## src/rtl/io_pkg.sv

```systemverilog
// io_pkg: shared IO-bus word addresses and board input widths for the
// memory-mapped input and output ports.
`default_nettype none
`timescale 1ns/1ps

package io_pkg;

  localparam int SW_W  = 10;
  localparam int KEY_W = 4;

  localparam logic [4:0] IO_SW_LO   = 5'd5;
  localparam logic [4:0] IO_SW_HI   = 5'd6;
  localparam logic [4:0] IO_SW_ALL  = 5'd7;
  localparam logic [4:0] IO_KEY_LVL = 5'd10;
  localparam logic [4:0] IO_KEY_EVT = 5'd11;
  localparam logic [4:0] IO_SW_CHG  = 5'd12;
  localparam logic [4:0] IO_IRQ_CFG = 5'd13;

endpackage

`default_nettype wire

```

## src/rtl/debounce_cell.sv

```systemverilog
// debounce_cell: one input bit -> 2-FF synchroniser -> counter debounce.
// Emits the stable level plus a single-cycle rise/fall pulse on the update edge.
`default_nettype none
`timescale 1ns/1ps

module debounce_cell #(
  parameter int DEBOUNCE_CYCLES = 50000
) (
  input  logic clock,
  input  logic resetn,
  input  logic din,
  output logic stable,
  output logic rise,
  output logic fall
);

  localparam int               CNT_W    = $clog2(DEBOUNCE_CYCLES);
  localparam logic [CNT_W-1:0] CNT_LAST = CNT_W'(DEBOUNCE_CYCLES - 1);

  logic             sync1_q, sync2_q;
  logic             stable_q, stable_d;
  logic [CNT_W-1:0] cnt_q, cnt_d;
  logic             flip;

  always_comb begin
    stable_d = stable_q;
    cnt_d    = '0;
    flip     = 1'b0;
    if (sync2_q != stable_q) begin
      if (cnt_q == CNT_LAST) begin
        flip     = 1'b1;
        stable_d = sync2_q;
      end else begin
        cnt_d = cnt_q + 1'b1;
      end
    end
  end

  always_ff @(posedge clock or negedge resetn) begin
    if (!resetn) begin
      sync1_q  <= 1'b0;
      sync2_q  <= 1'b0;
      cnt_q    <= '0;
      stable_q <= 1'b0;
    end else begin
      sync1_q  <= din;
      sync2_q  <= sync1_q;
      cnt_q    <= cnt_d;
      stable_q <= stable_d;
    end
  end

  // Pulses coincide with the edge that updates stable, so event flags land with it.
  assign stable = stable_q;
  assign rise   = flip & sync2_q;
  assign fall   = flip & ~sync2_q;

endmodule

`default_nettype wire

```

## src/rtl/io_input_ctrl.sv

```systemverilog
// io_input_ctrl: memory-mapped switch/key input port with debounce, sticky
// event flags (clear-on-read and W1C), a mask register and a registered irq.
`default_nettype none
`timescale 1ns/1ps

module io_input_ctrl
  import io_pkg::*;
#(
  parameter int DEBOUNCE_CYCLES = 50000
) (
  input  logic              clock,
  input  logic              resetn,
  input  logic [4:0]        addr,
  input  logic              read_enable,
  input  logic              write_enable,
  input  logic [31:0]       data_in,
  input  logic [SW_W-1:0]   io_in_sw,
  input  logic [KEY_W-1:0]  io_in_key,
  output logic [31:0]       data_out,
  output logic              irq
);

  logic [SW_W-1:0]  sw_stable, sw_rise, sw_fall;
  logic [KEY_W-1:0] key_stable, key_rise, key_fall;
  logic [KEY_W-1:0] key_pressed;

  logic [KEY_W-1:0] key_evt_q, key_evt_d;
  logic [SW_W-1:0]  sw_chg_q, sw_chg_d;
  logic [KEY_W-1:0] key_mask_q, key_mask_d;
  logic             sw_irq_en_q, sw_irq_en_d;
  logic [31:0]      data_out_q, data_out_d;
  logic             irq_q, irq_d;
  logic [31:0]      rd_data;
  logic             unused_bits;

  assign key_pressed = ~io_in_key;

  generate
    for (genvar i = 0; i < SW_W; i++) begin : g_sw
      debounce_cell #(.DEBOUNCE_CYCLES(DEBOUNCE_CYCLES)) u_cell (
        .clock  (clock),
        .resetn (resetn),
        .din    (io_in_sw[i]),
        .stable (sw_stable[i]),
        .rise   (sw_rise[i]),
        .fall   (sw_fall[i])
      );
    end
    for (genvar i = 0; i < KEY_W; i++) begin : g_key
      debounce_cell #(.DEBOUNCE_CYCLES(DEBOUNCE_CYCLES)) u_cell (
        .clock  (clock),
        .resetn (resetn),
        .din    (key_pressed[i]),
        .stable (key_stable[i]),
        .rise   (key_rise[i]),
        .fall   (key_fall[i])
      );
    end
  endgenerate

  always_comb begin
    case (addr)
      IO_SW_LO:   rd_data = {27'b0, sw_stable[4:0]};
      IO_SW_HI:   rd_data = {27'b0, sw_stable[9:5]};
      IO_SW_ALL:  rd_data = {22'b0, sw_stable};
      IO_KEY_LVL: rd_data = {28'b0, key_stable};
      IO_KEY_EVT: rd_data = {28'b0, key_evt_q};
      IO_SW_CHG:  rd_data = {22'b0, sw_chg_q};
      IO_IRQ_CFG: rd_data = {27'b0, sw_irq_en_q, key_mask_q};
      default:    rd_data = 32'b0;
    endcase
  end

  // Clears apply first and new events are OR'd in last so a same-cycle event survives.
  always_comb begin
    key_evt_d   = key_evt_q;
    sw_chg_d    = sw_chg_q;
    key_mask_d  = key_mask_q;
    sw_irq_en_d = sw_irq_en_q;

    if (read_enable && addr == IO_KEY_EVT)  key_evt_d = '0;
    if (write_enable && addr == IO_KEY_EVT) key_evt_d = key_evt_d & ~data_in[KEY_W-1:0];
    key_evt_d = key_evt_d | key_rise;

    if (read_enable && addr == IO_SW_CHG)   sw_chg_d = '0;
    if (write_enable && addr == IO_SW_CHG)  sw_chg_d = sw_chg_d & ~data_in[SW_W-1:0];
    sw_chg_d = sw_chg_d | sw_rise | sw_fall;

    if (write_enable && addr == IO_IRQ_CFG) begin
      key_mask_d  = data_in[KEY_W-1:0];
      sw_irq_en_d = data_in[KEY_W];
    end

    data_out_d = read_enable ? rd_data : data_out_q;
    irq_d      = (|(key_evt_d & key_mask_d)) | ((|sw_chg_d) & sw_irq_en_d);
  end

  always_ff @(posedge clock or negedge resetn) begin
    if (!resetn) begin
      key_evt_q   <= '0;
      sw_chg_q    <= '0;
      key_mask_q  <= '0;
      sw_irq_en_q <= 1'b0;
      data_out_q  <= '0;
      irq_q       <= 1'b0;
    end else begin
      key_evt_q   <= key_evt_d;
      sw_chg_q    <= sw_chg_d;
      key_mask_q  <= key_mask_d;
      sw_irq_en_q <= sw_irq_en_d;
      data_out_q  <= data_out_d;
      irq_q       <= irq_d;
    end
  end

  assign data_out = data_out_q;
  assign irq      = irq_q;

  assign unused_bits = ^{data_in[31:SW_W], key_fall};

endmodule

`default_nettype wire

```

## config.mk

```make
export PLATFORM = sky130hd
export DESIGN_NAME = io_input_ctrl
export DESIGN_NICKNAME = d
export VERILOG_FILES = /design/src/rtl/io_pkg.sv /design/src/rtl/debounce_cell.sv /design/src/rtl/io_input_ctrl.sv
export SDC_FILE = /design/constraint.sdc
export NUM_CORES = 1
export LEC_CHECK = 0
export BUFFER_PORTS_ARGS = -buffer_cell sky130_fd_sc_hd__buf_2
export CAP_MARGIN = 0
export CORE_UTILIZATION = 50
export CTS_BUF_LIST = sky130_fd_sc_hd__clkbuf_8
export CTS_CLUSTER_DIAMETER = 60
export DETAILED_ROUTE_END_ITERATION = 6
export PLACE_DENSITY_LB_ADDON = 0.12
export RECOVER_POWER = 25
export SETUP_SLACK_MARGIN = 0.4
export SLEW_MARGIN = 10
export SYNTH_ARGS = -nofsm -noshare
export SYNTH_HDL_FRONTEND = slang
export SYNTH_SLANG_ARGS = --single-unit
```

## constraint.sdc

```tcl
create_clock -name clock -period 2.9 [get_ports clock]
set_clock_uncertainty 0.1 [all_clocks]
set_input_delay 0.145 -clock clock [delete_from_list [all_inputs] [get_ports clock]]
set_output_delay 0.145 -clock clock [all_outputs]
set_load 0.02 [all_outputs]
```

Yosys cells after proc, flatten, opt, wreduce, memory -nomap -nowiden. Index checks and enable logic that the tools add are counted.

Register bits after elaboration: 318. Bits of input ports: 55. Logic and storage cells: 240.

Add/sub/neg operators: 14. Eq/ne operators: 35. Multiplexer cells: 63. Bitwise logic cells: 45. Reduce and logical (&&, ||, !) cells: 21.

Operators with widths (count): $mux 16 (28); $add 16x1->16 const B (14); $eq 16x16->1 const B (14); $pmux 10 s7 (1); $mux 1 (29); $reduce_and 2->1 (14); $and 1x1->1 (25); $eq 5x4->1 const B (4); $mux 10 (2); $or 10x10->10 (2); $eq 5x3->1 const B (3); $ne 1x1->1 (14); $mux 4 (3); $and 10x10->10 (1); $not 1->1 (10); $not 10->10 (1); $reduce_or 10->1 (1); $and 4x4->4 (2); $not 4->4 (2); $logic_and 1x1->1 (5); $or 4x4->4 (1); $reduce_or 4->1 (1); $or 1x1->1 (1).

Logic depth before layout (Yosys ltp). Gate-level depths: netlist of run 1.

Depth in word-level cells: 10. Mapped depth: 8. Gate-level depth less buffers: 7.

Hierarchy. From an unflattened synthesis of run 1, not the netlist that was laid out.

Cells, all modules: 1415. Area total of the unflattened synthesis: 14830.5 µm².

By module, submodules not included: debounce_cell (instances 14, cells each 88, area an instance 934.6 µm², sequential area each 475.5 µm²); io_input_ctrl (instances 1, cells each 183, area an instance 1745.4 µm², sequential area each 750.7 µm²).

Worst setup path before layout of run 1. OpenSTA, ideal clock, no wires.

Kind: input to register. Start: input port addr[3]. End: register irq_q (netlist: irq). Library setup time: 0.124 ns. Arrival time: 1.830 ns. Data required time: 2.676 ns. Setup slack: 0.847 ns. Stages: 8. Buffers on the path: 2. Cells stage by stage: buf_6 nand2_2 nor4b_2 and2_1 buf_6 mux2_2 a22o_2 a211o_1.

Elaborated cells between the ends (all ways): 24.

RTL lines: start, declared (line io_input_ctrl.sv:13) `input logic [4:0] addr,`; $eq 5x4->1 (line io_input_ctrl.sv:89) `if (write_enable && addr == IO_IRQ_CFG) begin`; $logic_and 1x1->1 (line io_input_ctrl.sv:89); $mux 4 (line io_input_ctrl.sv:89); via key_mask_d[1] (line io_input_ctrl.sv:29) `logic [KEY_W-1:0] key_mask_q, key_mask_d;`; $and 4x4->4 (line io_input_ctrl.sv:95) `irq_d = (|(key_evt_d & key_mask_d)) | ((|sw_chg_d) & sw_irq_en_d);`; $reduce_or 4->1 (line io_input_ctrl.sv:95); $or 1x1->1 (line io_input_ctrl.sv:95); via irq_d (line io_input_ctrl.sv:32) `logic irq_q, irq_d;`; end signal, assigned (line io_input_ctrl.sv:112) `irq_q <= irq_d;`; end, declared (line io_input_ctrl.sv:32).

The timed path passes the listed nets, and every way through them passes these cells. A chain may end at the register's enable or synchronous reset.

Final worst setup path of run 1.
Start: register g_sw[0].u_cell.cnt_q[0]. End: register irq_q (netlist: irq).

Cells in the longest elaborated chain, start to end: 9. Elaborated cells between the ends (all ways): 10.

Ends and longest elaborated chain: start, declared (line debounce_cell.sv:22) `logic [CNT_W-1:0] cnt_q, cnt_d;`; start signal, assigned (line debounce_cell.sv:48) `cnt_q <= cnt_d;`; $eq 16x16->1 * (line debounce_cell.sv:30) `if (cnt_q == CNT_LAST) begin`; $mux 1 * (line debounce_cell.sv:30); $mux 1 * (line debounce_cell.sv:29) `if (sync2_q != stable_q) begin`; $and 1x1->1 (line debounce_cell.sv:55) `assign rise = flip & sync2_q;`; $or 10x10->10 (line io_input_ctrl.sv:87) `sw_chg_d = sw_chg_d | sw_rise | sw_fall;`; $or 10x10->10 * (line io_input_ctrl.sv:87); via sw_chg_d[0] (line io_input_ctrl.sv:28) `logic [SW_W-1:0] sw_chg_q, sw_chg_d;`; $reduce_or 10->1 * (line io_input_ctrl.sv:95); $and 1x1->1 * (line io_input_ctrl.sv:95); $or 1x1->1 * (line io_input_ctrl.sv:95); via irq_d (line io_input_ctrl.sv:32).

Mark *: on every way through the listed nets, which the timed path passes. The rest lies on a longest branch.

==> results.cfg, run 1 <==
[run_status]
status = finished, final reports clean

[global_routing]
grt_overflow = 0
grt_pass1_wl_mm = 45.4
grt_max_degree = 99
grt_pass1_vias = 9213
grt_use_total = 0.195
antenna_found_initial = 4

[floorplan]
die-area_sq_mm = 0.0280
core-area_sq_mm = 0.0269
ios = 88
die-height_microns = 167
start_util = 0.509
die_w_microns = 167
rows = 60

[clock_network]
cts_tree = built
cts_resized = 0
cts_buffers = 50
path_clk_slew_ps = 60
cts_num_sinks = 296
htreeDepth = 2
clock_latency_ps = 560
cts_buffer_depth = 3
cts_root_buf = clkbuf_8

[pwr]
powerDensity_mw_per_mm2 = 558
internal_power_mw = 6.61
switching_power_mw = 2.05
p_leak_nw = 7.16
pwr-share-seq = 0.502
peakVddDrop_uv = 359
sw_frac_of_total = 0.237
finalPower_mw = 8.67
p_comb_frac = 0.064
p_clk_frac = 0.434

[logic_synthesis]
ys_async_sr_fraction = 1.00
synth_top_area_frac = 0.541
synth_edf_count = 0
synth_area_leaders = dfrtp_1 54%, xor2_1 8.2%, nor2_1 6.8%, xnor2_1 5.5%, nand3_1 3.8%
syn_inst = 1299
yosysUniqueCellTypes = 51
ys.flop_type = dfrtp_1
synth_area_leader_cell = dfrtp_1
ys_ff_latch = 296
ys_warn_count = 0
yosysSeqAreaShare = 0.541
syn-cell-area_sq_mm = 0.0137
postSynthAreaPerCell_sq_um = 10.5

[placed_design]
dp_hpwl_mm = 17.6
io_buffers = 43
place_ws_ps = 709
gp_congestion = 0.834

[setup_path]
cp-start-kind = flip-flop
worstPathArrival_ps = 2520
worstPathCellList = ha_1 -> and3_1 -> and4_2 -> a22o_1 -> nor4_2 -> nand3_1 -> a211o_1
critical_path.max_stage_delay_ps = 390
path_max_fanout = 5
cp.required_ps = 3240
slowest_stage = dfrtp_1
worstSetupPathType = reg2reg
worstSetupEndpointType = flip-flop

[sta]
tightest_slew_ps = 971
min_period_ps = 2180
rsz0062_at_grt = no
hold_viol_final = 0
slew_headroom = 0.344
setup_viol_count_final = 0
layout_setup_ws_ps = 725
fmax_ghz = 0.460
finalCritPeriodShare = 0.750
slew_violations = 0
fin_setup_tns_ps = 0

[detailed_routing]
vias_per_cell = 5.16
wl_per_cell_microns = 14.6
first_iter_violations = 504
num_vias = 9221
wirelength_mm = 26.1
ant_nets = 0
drtPass1Iterations = 4
drc = 0

[finish]
drive_gt1_frac = 0.116
final_cell_mix = 296 x dfrtp_1, 247 x nor2_1, 128 x xor2_1, 103 x nand3_1, 86 x xnor2_1
area_delta_synth_final_pct = 13.4
fill_cells = 2404
final_nets = 1473
layout_commonest_cell = dfrtp_1

[run]
drv_cap = 0

[min_path]
worstHoldPathType = in2reg
-- routing by layer --
metal	wire (microns)	track usage
met1	13000	0.286
met2	11500	0.294
met3	1160	0.0395
met4	481	0.0546
met5	8	0
-- layout make-up --
cell class,count,area (sq um),share of cell area
sequential,296,7410,0.477
multi-input combinational,950,5950,0.383
clock buffer,63,867,0.0558
timing repair buffer,81,609,0.0392
tap,341,427,0.0275
clock inverter,27,170,0.0110
inverter,25,93.8,0.00604
antenna,3,7.51,0.000483
-- sequential cells by signal, summed over array words and instances (netlist names) --
name,flops
g_key.u_cell.sync2_q,4
g_sw.u_cell.sync2_q,10
sw_irq_en_q,1
key_mask_q,4
g_key.u_cell.stable,4
g_sw.u_cell.sync1_q,10
key_evt_q,4
g_sw.u_cell.stable,10
g_key.u_cell.sync1_q,4
irq,1
g_key.u_cell.cnt_q,64
data_out,10
g_sw.u_cell.cnt_q,160
sw_chg_q,10
-- kinds of logic (layout without fill, tap and decap cells) --
kind of cell / after synthesis / in the layout / synth area share
and+or+nand+nor: 612 / 612 / 0.226
DFF: 296 / 296 / 0.541
xor gates and xnor gates: 214 / 214 / 0.137
buffers and inverters: 74 / 196 / 0.0303
AOI/OAI and AO/OA: 69 / 69 / 0.0368
muxes: 19 / 19 / 0.0156
adders and majority gates: 14 / 14 / 0.0128
other: 1 / 25 / 0.000274
-- cell usage after synthesis (8+ instances only) --
| master | n |
|---|---|
| nor4bb_1 | 18 |
| inv_1 | 25 |
| nand3_1 | 103 |
| a22oi_1 | 10 |
| clkbuf_1 | 20 |
| a21oi_1 | 9 |
| nand4_1 | 32 |
| a31oi_1 | 11 |
| dfrtp_1 | 296 |
| nand2_1 | 71 |
| xnor2_1 | 86 |
| and2_1 | 8 |
| nor4b_1 | 15 |
| ha_1 | 14 |
| mux2_2 | 19 |
| and3_1 | 63 |
| xor2_1 | 128 |
| nor2_1 | 247 |
| and4_1 | 11 |
| buf_4 | 23 |
| nor3_1 | 11 |
-- final timing paths --
kind | slack, ps | from | depth (start not counted) | endpoint
min in group asynchronous | 80 | resetn | 2 | g_sw[3].u_cell.cnt_q[12]
worst min register to register | 250 | g_sw[4].u_cell.sync1_q | 0 | g_sw[4].u_cell.sync2_q
worst min-delay path | 50 | read_enable | 2 | data_out[4]
max in group asynchronous | 1710 | resetn | 3 | g_sw[5].u_cell.cnt_q[12]
worst max-delay path | 720 | g_sw[0].u_cell.cnt_q[0] | 7 | irq
worst max register to register | 720 | g_sw[0].u_cell.cnt_q[0] | 7 | irq
-- power groups by stage --
stage | logic [mW] | registers (mW) | clock network (mW)
after floorplan | 0.334 | 4.42 | 0
after global placement | 0.530 | 4.42 | 0
after detailed placement | 0.536 | 4.43 | 0
after CTS | 0.567 | 4.35 | 3.90
after global routing | 0.629 | 4.37 | 4.09
final | 0.553 | 4.35 | 3.76
-- per-stage QoR --
step / utilization / cells / hold WS (ps) / area, sq um
final: 0.578 / 1786 / 49.5 / 15500
after detailed placement: 0.529 / 1667 / 139 / 14200
after floorplan: - / 1320 / -251 / 13800
after CTS: 0.578 / 1783 / 8.38 / 15500
after global placement: 0.529 / 1667 / 135 / 14200
after global routing: 0.578 / 1784 / 59.1 / 15500
-- worst max-delay path: cells and delay by family, from the launching register on --
family | cells | cell delay, ps
and+or+nand+nor | 4 | 770
AOI/OAI and AO/OA | 2 | 580
DFF | 1 | 390
adders and majority gates | 1 | 240
-- timing repair --
action	CTS	global route
hold endpoints to repair	124	0
setup buffers	0	0
hold buffers	26	0
(Power assumes the default switching activity.)
==> inputs of run 2 (changes only) <==
==> constraint.sdc (replaced) <==
create_clock -name clock -period 2 [get_ports clock]
set_clock_uncertainty 0.1 [all_clocks]
set_input_delay 0.1 -clock clock [delete_from_list [all_inputs] [get_ports clock]]
set_output_delay 0.1 -clock clock [all_outputs]
set_load 0.02 [all_outputs]
==> results.cfg, run 2 (synthesis results as in run 1) <==
[clock_network]
path_clk_slew_ps = 70
clock_latency_ps = 570
cts_buffer_depth = 3
cts_tree = built
cts_buffers = 51
htreeDepth = 2
cts_num_sinks = 296
cts_root_buf = clkbuf_8

[sta]
slew_headroom = 0.440
fin_setup_tns_ps = 0
tightest_slew_ps = 840
slew_violations = 0
finalCritPeriodShare = 0.982
min_period_ps = 1960
hold_slack_ps = 41.1
hold_viol_final = 0
fmax_ghz = 0.509
rsz0062_at_grt = yes
setup_viol_count_final = 0

[finish]
fill_cells = 1664
drive_gt1_frac = 0.458
layout_commonest_cell = dfrtp_1
final_cells = 2027
seq_area_sq_mm = 0.00743
area_delta_synth_final_pct = 49.2
largest_reg_flops = 160
final_area_sq_mm = 0.0204
multi_input_area_sq_mm = 0.00846
top_regs = g_sw.u_cell.cnt_q x160, g_key.u_cell.cnt_q x64
top_register = g_sw.u_cell.cnt_q
final_nets = 1713
final_cell_mix = 274 x dfrtp_1, 171 x buf_4, 137 x nor2_4, 103 x xor2_1, 85 x nor2_1

[setup_path]
worstPathArrival_ps = 2320
path_max_fanout = 2
worstSetupPathType = reg2reg
cp.required_ps = 2360
critical_path.max_stage_delay_ps = 400
cp-start-kind = flip-flop
slowest_stage = dfrtp_1
worstSetupEndpointType = flip-flop
worstPathCellList = ha_2 -> and3_4 -> nand4_1 -> o2bb2ai_1 -> nor4_4 -> nand3_1 -> a211o_1

[floorplan]
core-area_sq_mm = 0.0269
die_w_microns = 167
rows = 60
die-area_sq_mm = 0.0280
die-height_microns = 167
ios = 88
start_util = 0.509

[detailed_routing]
num_vias = 10800
wl_per_cell_microns = 17.6
vias_per_cell = 5.33
first_iter_violations = 546
wirelength_mm = 35.7
ant_nets = 0
drtPass1Iterations = 5
drc = 0

[run]
drv_cap = 0

[global_routing]
grt_max_degree = 55
grt_pass1_wl_mm = 52.2
grt_pass1_vias = 10600
grt_use_total = 0.229
antenna_found_initial = 4
grt_overflow = 0

[placed_design]
dp_hpwl_mm = 18.8
dp.cells = 1744
io_buffers = 43
gp_congestion = 0.829
place_area_sq_mm = 0.0150

[min_path]
worstHoldPathType = in2reg

[pwr]
peakVddDrop_uv = 505
p_leak_nw = 8.66
finalPower_mw = 13.3
powerDensity_mw_per_mm2 = 651

[run_status]
status = finished, final reports clean
[run 2: cell types whose count changed in the layout (fill, tap and decap cells not counted), sizes merged]
cell,previous run,this run
diode,3,5
dlygate4sd3,26,31
buf,52,275
clkinv,10,7
inv,39,36
clkbuf,66,84
bufinv,2,1
[run 2: final cells by class]
type | count | share of cell area
antenna | 5 | 0.000613
clock buffer | 70 | 0.0472
clock inverter | 20 | 0.00582
inverter | 25 | 0.00460
multi-input combinational | 950 | 0.415
sequential | 296 | 0.364
tap | 341 | 0.0209
timing repair buffer | 320 | 0.142
[run 2: worst max-delay path: cells and delay by family, from the launching register on]
family / cells / cell delay, ps
and+or+nand+nor: 4 / 730
AOI/OAI and AO/OA: 2 / 440
DFF: 1 / 400
adders and majority gates: 1 / 190
[run 2: stage by stage]
step | setup WS, ps | utilization
detailed placement | -74.3 | 0.557
finish | 36.0 | 0.760
floorplan | 108 | -
global route | -57.5 | 0.760
global placement | -49.8 | 0.557
CTS | 33.3 | 0.677
[run 2: what timing repair did]
| item | in CTS | in global routing |
|---|---|---|
| endpoints found under the hold margin | 339 | 0 |
| resized for setup | 305 | 364 |
| buffers inserted | 59 | 85 |
| hold buffers | 31 | 0 |
| pin swaps | 133 | 159 |
| setup endpoints to repair | 227 | 236 |
| cloned | 11 | 2 |
[run 2: metal layers]
metal	share of wire	up-vias	wire length, microns	GRT usage
met1	0.43	5469	15400	0.311
met4	0.025	0	887	0.0770
met2	0.51	182	18000	0.370
met5	0	-	0	0
met3	0.039	74	1400	0.0416
li1	-	5083	-	-
[run 2: path summary, 6_finish.rpt]
path                       cells past startpoint  slack, ps               startpoint                       end
max in group asynchronous                      4        250                   resetn  g_sw[4].u_cell.cnt_q[14]
setup reg to reg                               7         40  g_sw[1].u_cell.cnt_q[0]                       irq
hold reg to reg                                0        250  g_key[2].u_cell.sync1_q   g_key[2].u_cell.sync2_q
min in group asynchronous                      3        630                   resetn  g_sw[3].u_cell.cnt_q[15]
setup / recovery                               7         40  g_sw[1].u_cell.cnt_q[0]                       irq
hold / removal                                 5         40                  addr[4]               data_out[9]
[run 2: power breakdown]
group	total [mW]	leakage [nW]	switching, mW	internal, mW
registers	6.32	3.96	0.132	6.19
logic	1.26	4.09	0.708	0.555
clock network	5.71	0.603	2.48	3.23
